$ cat src/rtl/pc_fetch_pkg.sv
// Shared types for the PC fetch sequencer: FSM state encoding, redirect kinds
// and default sizing.
package pc_fetch_pkg;

    localparam int AWIDTH_DEF    = 6;
    localparam int RESET_VEC_DEF = 5;

    typedef enum logic [1:0] {
        ST_IDLE = 2'b00,
        ST_REQ  = 2'b01,
        ST_WAIT = 2'b10,
        ST_HALT = 2'b11
    } state_t;

    typedef enum logic [1:0] {
        RD_NONE = 2'b00,
        RD_BR   = 2'b01,
        RD_JMP  = 2'b10
    } redir_t;

endpackage

$ cat src/rtl/pc_fetch_sequencer_pc_next_sel.sv
// Next-PC selection: resolves this cycle's redirect (jmp over branch), then picks
// the newest redirect over the pending one over pc+1. Purely combinational.
module pc_next_sel
    import pc_fetch_pkg::*;
#(
    parameter int AWIDTH = AWIDTH_DEF
) (
    input  logic [AWIDTH-1:0] pc,
    input  logic              capture_en,
    input  logic              br_taken,
    input  logic [AWIDTH-1:0] br_off,
    input  logic              jmp,
    input  logic [AWIDTH-1:0] jmp_addr,
    input  redir_t            pend_kind,
    input  logic [AWIDTH-1:0] pend_tgt,
    output redir_t            new_kind,
    output logic [AWIDTH-1:0] new_tgt,
    output logic              redirect,
    output logic [AWIDTH-1:0] next_pc
);

    always_comb begin
        new_kind = RD_NONE;
        new_tgt  = pc + br_off;
        if (capture_en) begin
            if (jmp) begin
                new_kind = RD_JMP;
                new_tgt  = jmp_addr;
            end else if (br_taken) begin
                new_kind = RD_BR;
            end
        end

        // A redirect arriving this cycle is newer than anything pending.
        redirect = 1'b1;
        if (new_kind != RD_NONE) begin
            next_pc = new_tgt;
        end else if (pend_kind != RD_NONE) begin
            next_pc = pend_tgt;
        end else begin
            redirect = 1'b0;
            next_pc  = pc + AWIDTH'(1);
        end
    end

endmodule

$ cat src/rtl/pc_fetch_sequencer.sv
// Fetch controller: owns the PC, issues one imem request per instruction, holds it
// until ack, and tracks pending redirects (squashing the fetch they overtake) and halt.
module pc_fetch_sequencer
    import pc_fetch_pkg::*;
#(
    parameter int AWIDTH    = AWIDTH_DEF,
    parameter int RESET_VEC = RESET_VEC_DEF
) (
    input  logic              clk,
    input  logic              rst,
    input  logic              start,
    input  logic              stall,
    input  logic              halt,
    input  logic              br_taken,
    input  logic [AWIDTH-1:0] br_off,
    input  logic              jmp,
    input  logic [AWIDTH-1:0] jmp_addr,
    output logic              imem_req,
    output logic [AWIDTH-1:0] imem_addr,
    input  logic              imem_ack,
    output logic              instr_valid,
    output logic [AWIDTH-1:0] pc,
    output logic [1:0]        state
);

    state_t            state_q, state_d;
    logic [AWIDTH-1:0] pc_q, pc_d;
    redir_t            pend_kind_q, pend_kind_d;
    logic [AWIDTH-1:0] pend_tgt_q, pend_tgt_d;
    logic              halt_q, halt_d;
    logic              instr_valid_q, instr_valid_d;

    logic              req_c;
    logic              done_c;
    logic              halt_pend_c;
    redir_t            new_kind;
    logic [AWIDTH-1:0] new_tgt;
    logic              redirect;
    logic [AWIDTH-1:0] next_pc;

    pc_next_sel #(.AWIDTH(AWIDTH)) u_next_sel (
        .pc         (pc_q),
        .capture_en (state_q != ST_HALT),
        .br_taken   (br_taken),
        .br_off     (br_off),
        .jmp        (jmp),
        .jmp_addr   (jmp_addr),
        .pend_kind  (pend_kind_q),
        .pend_tgt   (pend_tgt_q),
        .new_kind   (new_kind),
        .new_tgt    (new_tgt),
        .redirect   (redirect),
        .next_pc    (next_pc)
    );

    // Once in WAIT the request is held regardless of stall.
    assign req_c       = ((state_q == ST_REQ) && !stall) || (state_q == ST_WAIT);
    assign done_c      = req_c && imem_ack;
    assign halt_pend_c = halt_q || halt;

    always_comb begin
        state_d       = state_q;
        pc_d          = pc_q;
        pend_kind_d   = pend_kind_q;
        pend_tgt_d    = pend_tgt_q;
        halt_d        = halt_pend_c;
        instr_valid_d = 1'b0;

        if (new_kind != RD_NONE) begin
            pend_kind_d = new_kind;
            pend_tgt_d  = new_tgt;
        end

        unique case (state_q)
            ST_IDLE: begin
                if (halt_pend_c) begin
                    state_d = ST_HALT;
                end else if (start) begin
                    state_d = ST_REQ;
                end
            end
            ST_REQ: begin
                if (!stall) begin
                    state_d = ST_WAIT;
                end
            end
            ST_WAIT: state_d = ST_WAIT;
            ST_HALT: state_d = ST_HALT;
            default: state_d = ST_IDLE;
        endcase

        // Completion consumes any redirect and squashes the fetch it overtook.
        if (done_c) begin
            pc_d          = next_pc;
            pend_kind_d   = RD_NONE;
            instr_valid_d = !redirect;
            state_d       = halt_pend_c ? ST_HALT : ST_REQ;
        end
    end

    always_ff @(posedge clk) begin
        if (!rst) begin
            state_q       <= ST_IDLE;
            pc_q          <= AWIDTH'(RESET_VEC);
            pend_kind_q   <= RD_NONE;
            pend_tgt_q    <= '0;
            halt_q        <= 1'b0;
            instr_valid_q <= 1'b0;
        end else begin
            state_q       <= state_d;
            pc_q          <= pc_d;
            pend_kind_q   <= pend_kind_d;
            pend_tgt_q    <= pend_tgt_d;
            halt_q        <= halt_d;
            instr_valid_q <= instr_valid_d;
        end
    end

    assign imem_req    = req_c;
    assign imem_addr   = pc_q;
    assign pc          = pc_q;
    assign state       = state_q;
    assign instr_valid = instr_valid_q;

endmodule

$ cat config.mk
export PLATFORM = sky130hd
export DESIGN_NAME = pc_fetch_sequencer
export DESIGN_NICKNAME = d
export VERILOG_FILES = /design/src/rtl/pc_fetch_pkg.sv /design/src/rtl/pc_fetch_sequencer_pc_next_sel.sv /design/src/rtl/pc_fetch_sequencer.sv
export SDC_FILE = /design/constraint.sdc
export NUM_CORES = 1
export LEC_CHECK = 0
export CAP_MARGIN = 20
export CORE_MARGIN = 3
export CORE_UTILIZATION = 45
export CTS_BUF_LIST = sky130_fd_sc_hd__clkbuf_8
export CTS_CLUSTER_SIZE = 25
export DETAILED_ROUTE_END_ITERATION = 12
export DONT_BUFFER_PORTS = 1
export SETUP_SLACK_MARGIN = 0.1
export SLEW_MARGIN = 20
export SYNTH_ARGS = -nofsm -noshare
export SYNTH_HDL_FRONTEND = slang
export SYNTH_HIERARCHICAL = 1
export SYNTH_SLANG_ARGS = --single-unit
export TNS_END_PERCENT = 1
$ cat constraint.sdc
create_clock -name clk -period 2.4 [get_ports clk]
set_input_delay 0.36 -clock clk [delete_from_list [all_inputs] [get_ports clk]]
set_output_delay 0.36 -clock clk [all_outputs]
set_load 0.005 [all_outputs]
==> impl_summary.txt, run 1 <==
----------------------------------------------------
[STA]
  Maximum frequency from static timing analysis ... around 500 MHz
  Worst rel slew slack ... 0.686
  Setup clock skew after layout ... 0.00503 ns
  Pins over their slew limit ... 0
  Summed negative setup slack over all endpoints ... 0 ns
  Post-layout minimum cycle time ... 2.00 ns
  Final count of negative-setup-slack endpoints ... 0
  Hold WS ... 0.165 ns
  Actual transition at the worst max-transition pin ... between 0.4 and 0.5 ns
  Final hold viol count ... 0
  Final worst-path cycle share ... 0.832
  RSZ-0062 raised after global routing ... no

[Worst setup path]
  Critical path startpoint category ... register
  CP top delay family ... adder cells
  Cell-by-cell listing of the critical path ... ha_1 > inv_1 > fa_1 > nor2b_1 > o21a_1 > o21a_1 > o31ai_2 > mux2_1 > mux2i_1 > nor2_1
  Category of the critical setup timing path ... register to register
  Critical path data required time ... 2.54 ns
  Slowest stage cell on the critical path ... fa_1
  Critical path's most frequent cell ... o21a_1
  Element type at the critical path end ... register
  Longest individual stage delay on the worst path ... around 0.4 ns
  Max Fanout on Critical Path ... 2
  CP Data Arrival Time ... 2.14 ns
  Number of buffers and inverters on the critical path ... 1

[Clocking]
  Hold_buf cts ... 0
  Clock tree sinks ... 18
  Cell chosen for the clock root ... clkbuf_8
  Setup fix buffers added after clock tree synthesis ... 0
  CTS max path bufs ... 2
  Post_cts resized ... 0
  Deepest level of the CTS H-tree ... 1
  CTS clock-pin slew for the worst setup and hold paths ... 0.07 ns
  CTS tree ... done
  TritonCTS buffer count ... 3
  Clock latency on the worst-skew pair ... approximately 0.26 ns

[Die]
  Die boundary width ... 58.6 µm
  Site Rows ... 18
  Die Footprint ... 0.00344 mm²
  Io pins ... 36
  Floorplan Core Area ... 0.00254 mm²
  Height of the chip ... 58.6 µm
  Effective utilization at floorplan ... 0.490

[Route]
  Number of nets still failing antenna checks after routing ... 0
  DRC violations left ... 0
  Detail-routed via count per cell ... 5.65
  Via total after detailed routing ... 1057
  Total detailed-routing wirelength ... 3030 µm
  First-pass DRT Iterations ... 4
  Average wire per cell in the routed design ... 16.2 µm
  Initial detailed-routing violation count ... 28

[Worst hold path]
  Worst Hold Class ... input pin to register

[Cells and area]
  Layout Area Growth over Synthesis ... 6.53%
  Core Util, Final ... 0.522
  Sequential cell area ... 360 µm²
  Number of inserted filler cells in the final layout ... 263
  Commonest cells after routing, fill and taps aside ... nand2_1 (19), nor2_1 (18), dfxtp_1 (18)
  Final antenna diode count ... 0
  Net count, final ... ~190
  Area of the multi-input gates ... 803 µm²
  Fraction of final layout cells sized beyond drive strength 1 ... 0.115
  Most frequent standard cell in the layout excluding fill and tap cells ... nand2_1
  Post-layout instance area ... 0.00133 mm²

[Placement]
  Placement Cell Area ... about 0.0013 mm²
  RD Place Congestion ... 0.744
  Sum of net half-perimeters after detailed placement ... approximately 2200 µm
  IO buf count ... 0

[Yosys]
  Flip-flop and latch count after synthesis ... 18
  Top post-synthesis cells by area ... dfxtp_1 (29%), ha_1 (10%), a21oi_1 (6.4%), nand2_1 (5.7%), mux2i_1 (5.6%)
  Count of unique library cells instantiated by Yosys ... 34
  Count of flip-flops with a built-in enable after synthesis ... 0
  Net count of the mapped netlist ... 186
  Share of async-settable or async-resettable flops after synthesis ... 0
  Gate count of the mapped netlist ... 155
  Yosys top cell area share ... 0.289
  Cell Area, Synth ... ~0.0012 mm²
  Post-synth top area cell ... dfxtp_1
  Dominant synthesized flop cell ... dfxtp_1
  Average footprint of a synthesized cell ... 8.04 µm²
  Yosys warnings ... 6
  Register area share after synthesis ... 0.289

[GRT]
  Leftover overflow at the end of global routing ... 0
  Largest net degree at the start of global routing ... 16
  Via count of the first global-routing pass ... 1003
  Number of antenna violations at the first check in global routing ... 0
  First-pass GRT wire length ... 4880 µm
  Total routing usage reported by global routing ... 0.189

[Status]
  Run status ... finished clean

[Power and ir drop]
  Worst ir drop on vdd ... 0.447 mV
  Reported leakage power ... 0.000598 µW
  Power density over the cells ... ~780 mW/mm²
  Total power ... 1030 µW

[Flow run]
  Reported max-cap violation count ... 0

----------------------------------------------------
cell usage after synthesis, types with 2 or more instances:
cell type	count
nor3_1	2
o21a_1	4
xor2_1	5
inv_1	8
nor2_1	18
ha_1	10
mux2i_1	7
nand3_1	3
o21ai_1	2
nand2b_1	2
xnor2_1	2
dfxtp_1	18
buf_4	6
a31oi_1	3
a21o_1	3
nand2_1	19
a21oi_1	16
nor2b_1	2
o21ai_0	8
mux2_2	3
flip-flops by register name, indices dropped and copies added (netlist names):
| name | cells |
|---|---|
| imem_addr | 6 |
| pend_tgt_q | 6 |
| pend_kind_q | 2 |
| state | 2 |
| halt_q | 1 |
| instr_valid | 1 |
area by class of cell:
cell class                      count  share of cell area
Tap cell                           30              0.0283
Clock buffer                        4              0.0415
Multi-Input combinational cell    121               0.605
Inverter                            9              0.0254
Timing Repair Buffer                5              0.0283
Sequential cell                    18               0.271
metrics by stage:
step                      setup WS, ns  std cells
after global routing             0.264        187
after CTS                        0.397        187
after floorplan                  0.396        155
after detailed placement         0.377        183
final                            0.404        187
after global placement           0.408        183
where the power goes:
group	switching (µW)	total (µW)	leakage, µW	internal, µW
logic	224	398	0.000421	175
clock network	110	256	0.0000288	146
registers	37.0	378	0.000148	341
per-layer routing:
metal	track usage	wire, µm
met1	0.230	1330
met5	0	0
met3	0.0439	163
met2	0.325	1500
met4	0.0680	36
cells by family after synthesis:
| logic type | count (synthesis) | share of synthesized area |
|---|---|---|
| simple gates | 51 | 0.181 |
| mux | 11 | 0.0924 |
| fa+ha+maj | 11 | 0.116 |
| xor+xnor | 7 | 0.0492 |
| buf+inv | 16 | 0.0663 |
| compound gates | 41 | 0.206 |
| flops | 18 | 0.289 |
path summary, 6_finish.rpt:
kind                                    start            end  slack (ns)  depth (start not counted)
worst max-delay path             imem_addr[0]   imem_addr[4]        0.40                         10
worst min-delay path                      rst   imem_addr[0]        0.16                          1
worst max register to register   imem_addr[0]   imem_addr[4]        0.40                         10
worst min register to register  pend_tgt_q[1]  pend_tgt_q[1]        0.46                          2
Power figures use the tool's default switching activity.
==> run 2, diff against run 1 <==
==> constraint.sdc (replaced) <==
create_clock -name clk -period 1.9 [get_ports clk]
set_input_delay 0.285 -clock clk [delete_from_list [all_inputs] [get_ports clk]]
set_output_delay 0.285 -clock clk [all_outputs]
set_load 0.005 [all_outputs]
==> impl_summary.txt, run 2 (synthesis results as in run 1) <==
----------------------------------------------------
[Cells and area]
  Net count, final ... 192 (+1.6%)
  Sequential cell area ... 368 µm² (+2.1%)
  Commonest cells after routing, fill and taps aside ... nand2_1 (19), nor2_1 (18), a21oi_1 (14), dfxtp_1 (14)
  Fraction of final layout cells sized beyond drive strength 1 ... 0.206 (+0.0916)
  Layout Area Growth over Synthesis ... 12.6%
  Number of inserted filler cells in the final layout ... 246 (-6.5%)
  Area of the multi-input gates ... 848 µm² (+5.6%)
  Non-Filler Instances ... 190 (+1.6%)
  Final antenna diode count ... 0 (unchanged)
  Post-layout instance area ... 0.00140 mm² (+5.7%)
  Most frequent standard cell in the layout excluding fill and tap cells ... nand2_1

[STA]
  Post-layout minimum cycle time ... 1.91 ns (-0.0843 ns)
  Setup clock skew after layout ... 0.00691 ns (+0.00189 ns)
  Actual transition at the worst max-transition pin ... 0.441 ns (-0.0238 ns)
  Hold WS ... 0.0959 ns (-0.0688 ns)
  Worst rel slew slack ... 0.702 (+0.0161)
  Pins over their slew limit ... 0 (unchanged)
  Final worst-path cycle share ... 1.01 (+0.174)
  Maximum frequency from static timing analysis ... 523 MHz (+4.4%)
  PnR worst setup slack ... -0.0117 ns (-0.416 ns)
  Final hold viol count ... 0 (unchanged)
  RSZ-0062 raised after global routing ... yes
  Final count of negative-setup-slack endpoints ... 1 (+1)

[Die]
  Floorplan Core Area ... 0.00254 mm² (unchanged)
  Die Footprint ... 0.00344 mm² (unchanged)
  Effective utilization at floorplan ... 0.490 (unchanged)
  Io pins ... 36 (unchanged)
  Die boundary width ... 58.6 µm (unchanged)
  Site Rows ... 18 (unchanged)
  Height of the chip ... 58.6 µm (unchanged)

[GRT]
  Global routing usage on met2 ... 0.309 (-0.0159)
  Number of antenna violations at the first check in global routing ... 0 (unchanged)
  GRT busiest layer ... met2
  First-pass GRT wire length ... 4890 µm (+0.29%)
  Met3 usage ... 0.0461 (+0.00219)
  Met1 track demand over resource in global routing ... 0.229 (-0.000308)
  Via count of the first global-routing pass ... 1053 (+5.0%)
  Leftover overflow at the end of global routing ... 0 (unchanged)
  Total routing usage reported by global routing ... 0.181 (-0.00781)
  Largest net degree at the start of global routing ... 16 (unchanged)

[Clocking]
  CTS max path bufs ... 2 (unchanged)
  CTS tree ... done
  Clock latency on the worst-skew pair ... 0.25 ns (about the same)
  Clock tree sinks ... 18 (unchanged)
  Deepest level of the CTS H-tree ... 1 (unchanged)
  CTS clock-pin slew for the worst setup and hold paths ... 0.08 ns (about the same)
  Setup fix buffers added after clock tree synthesis ... 0 (unchanged)
  TritonCTS buffer count ... 3 (unchanged)
  Cell chosen for the clock root ... clkbuf_8

[Route]
  Detail-routed via count per cell ... 5.66 (+0.19%)
  Number of nets still failing antenna checks after routing ... 0 (unchanged)
  First-pass DRT Iterations ... 4 (unchanged)
  Average wire per cell in the routed design ... 15.4 µm (-5.0%)
  DRC violations left ... 0 (unchanged)
  Initial detailed-routing violation count ... 22 (-21%)
  Total detailed-routing wirelength ... 2920 µm (-3.4%)
  Via total after detailed routing ... 1076 (+1.8%)

[Worst setup path]
  Max Fanout on Critical Path ... 2 (unchanged)
  Element type at the critical path end ... register
  R2R setup slack ... -0.01 ns (-0.42 ns)
  Path depth of the worst reg2reg path ... 10 (unchanged)
  Critical path data required time ... 2.03 ns (-0.51 ns)
  Critical path startpoint category ... register
  Category of the critical setup timing path ... register to register
  CP Data Arrival Time ... 2.05 ns (-0.09 ns)

[Power and ir drop]
  Worst ir drop on vdd ... 0.519 mV (+16%)
  Power density over the cells ... 953 mW/mm² (+23%)
  Reported leakage power ... 0.000618 µW (+3.3%)

[Placement]
  DP Worst Slack ... 0.00739 ns (-0.369 ns)
  Sum of net half-perimeters after detailed placement ... 2200 µm (-1.9%)
  Inst Count DP ... 186 (+1.6%)
  RD Place Congestion ... 0.771 (+3.7%)
  IO buf count ... 0 (unchanged)
  Placement Cell Area ... 0.00131 mm² (+3.2%)

[Worst hold path]
  Hold Path Cell Cnt ... 1 (unchanged)
  Worst Hold Class ... input pin to register

[Status]
  Violated checks ... setup timing
  Run status ... finished with violations

[Flow run]
  Reported max-cap violation count ... 0 (unchanged)

----------------------------------------------------
-- run 2: cell types whose count changed in the layout (fill, tap and decap cells not counted), moves of 2 or more --
cell     before  now
a21oi_1      16   14
a21oi_2       0    2
buf_4         5    8
dfxtp_1      18   14
dfxtp_2       0    3
ha_1         10    8
ha_4          0    2
-- run 2: stage by stage --
| step | total power [µW] | utilization | TNS, ns |
|---|---|---|---|
| floorplan | 888 | - | 0 |
| global placement | 987 | 0.516 | 0 |
| detailed placement | 1000 | 0.516 | 0 |
| CTS | 1320 | 0.539 | 0 |
| global route | 1440 | 0.551 | -0.142 |
| finish | 1340 | 0.551 | -0.0117 |
-- run 2: path summary, 6_finish.rpt --
kind / from / to
setup / recovery: imem_addr[0] / imem_addr[4]
hold / removal: rst / imem_addr[2]
setup reg to reg: imem_addr[0] / imem_addr[4]
hold reg to reg: pend_tgt_q[1] / pend_tgt_q[1]
-- run 2: final cells by class --
type,instances,area share
multi-input cells,121,0.605
flip-flops and latches,18,0.262
repair buffers,8,0.0428
clock buffers,4,0.0393
well taps,30,0.0268
inverters,9,0.0241
-- run 2: what timing repair did --
action	CTS	global route
hold buffers	0	0
endpoints found under the setup margin	3	9
hold endpoints to repair	0	0
gates resized for setup	2	7
pin swaps	1	4
-- run 2: report_power, final --
part,switching [µW],internal (µW)
Clock,134,184
Combinational,291,249
Sequential,44.8,433
Total,470,867
-- run 2: layer usage --
layer  vias to the layer above  routed length (µm)
met5                         -                   0
met4                         0                   6
met3                         2                 185
met2                        20                1400
met1                       515                1330
li1                        539                   -
-- run 2: worst max-delay path, stage by stage, from the launching register on --
cell	delay (ns)
dfxtp_4	0.36
ha_4	0.13
inv_2	0.03
fa_2	0.34
nor2b_1	0.14
o21a_1	0.15
o21a_1	0.13
o31ai_2	0.07
mux2_4	0.27
mux2i_1	0.12
nor2_1	0.05
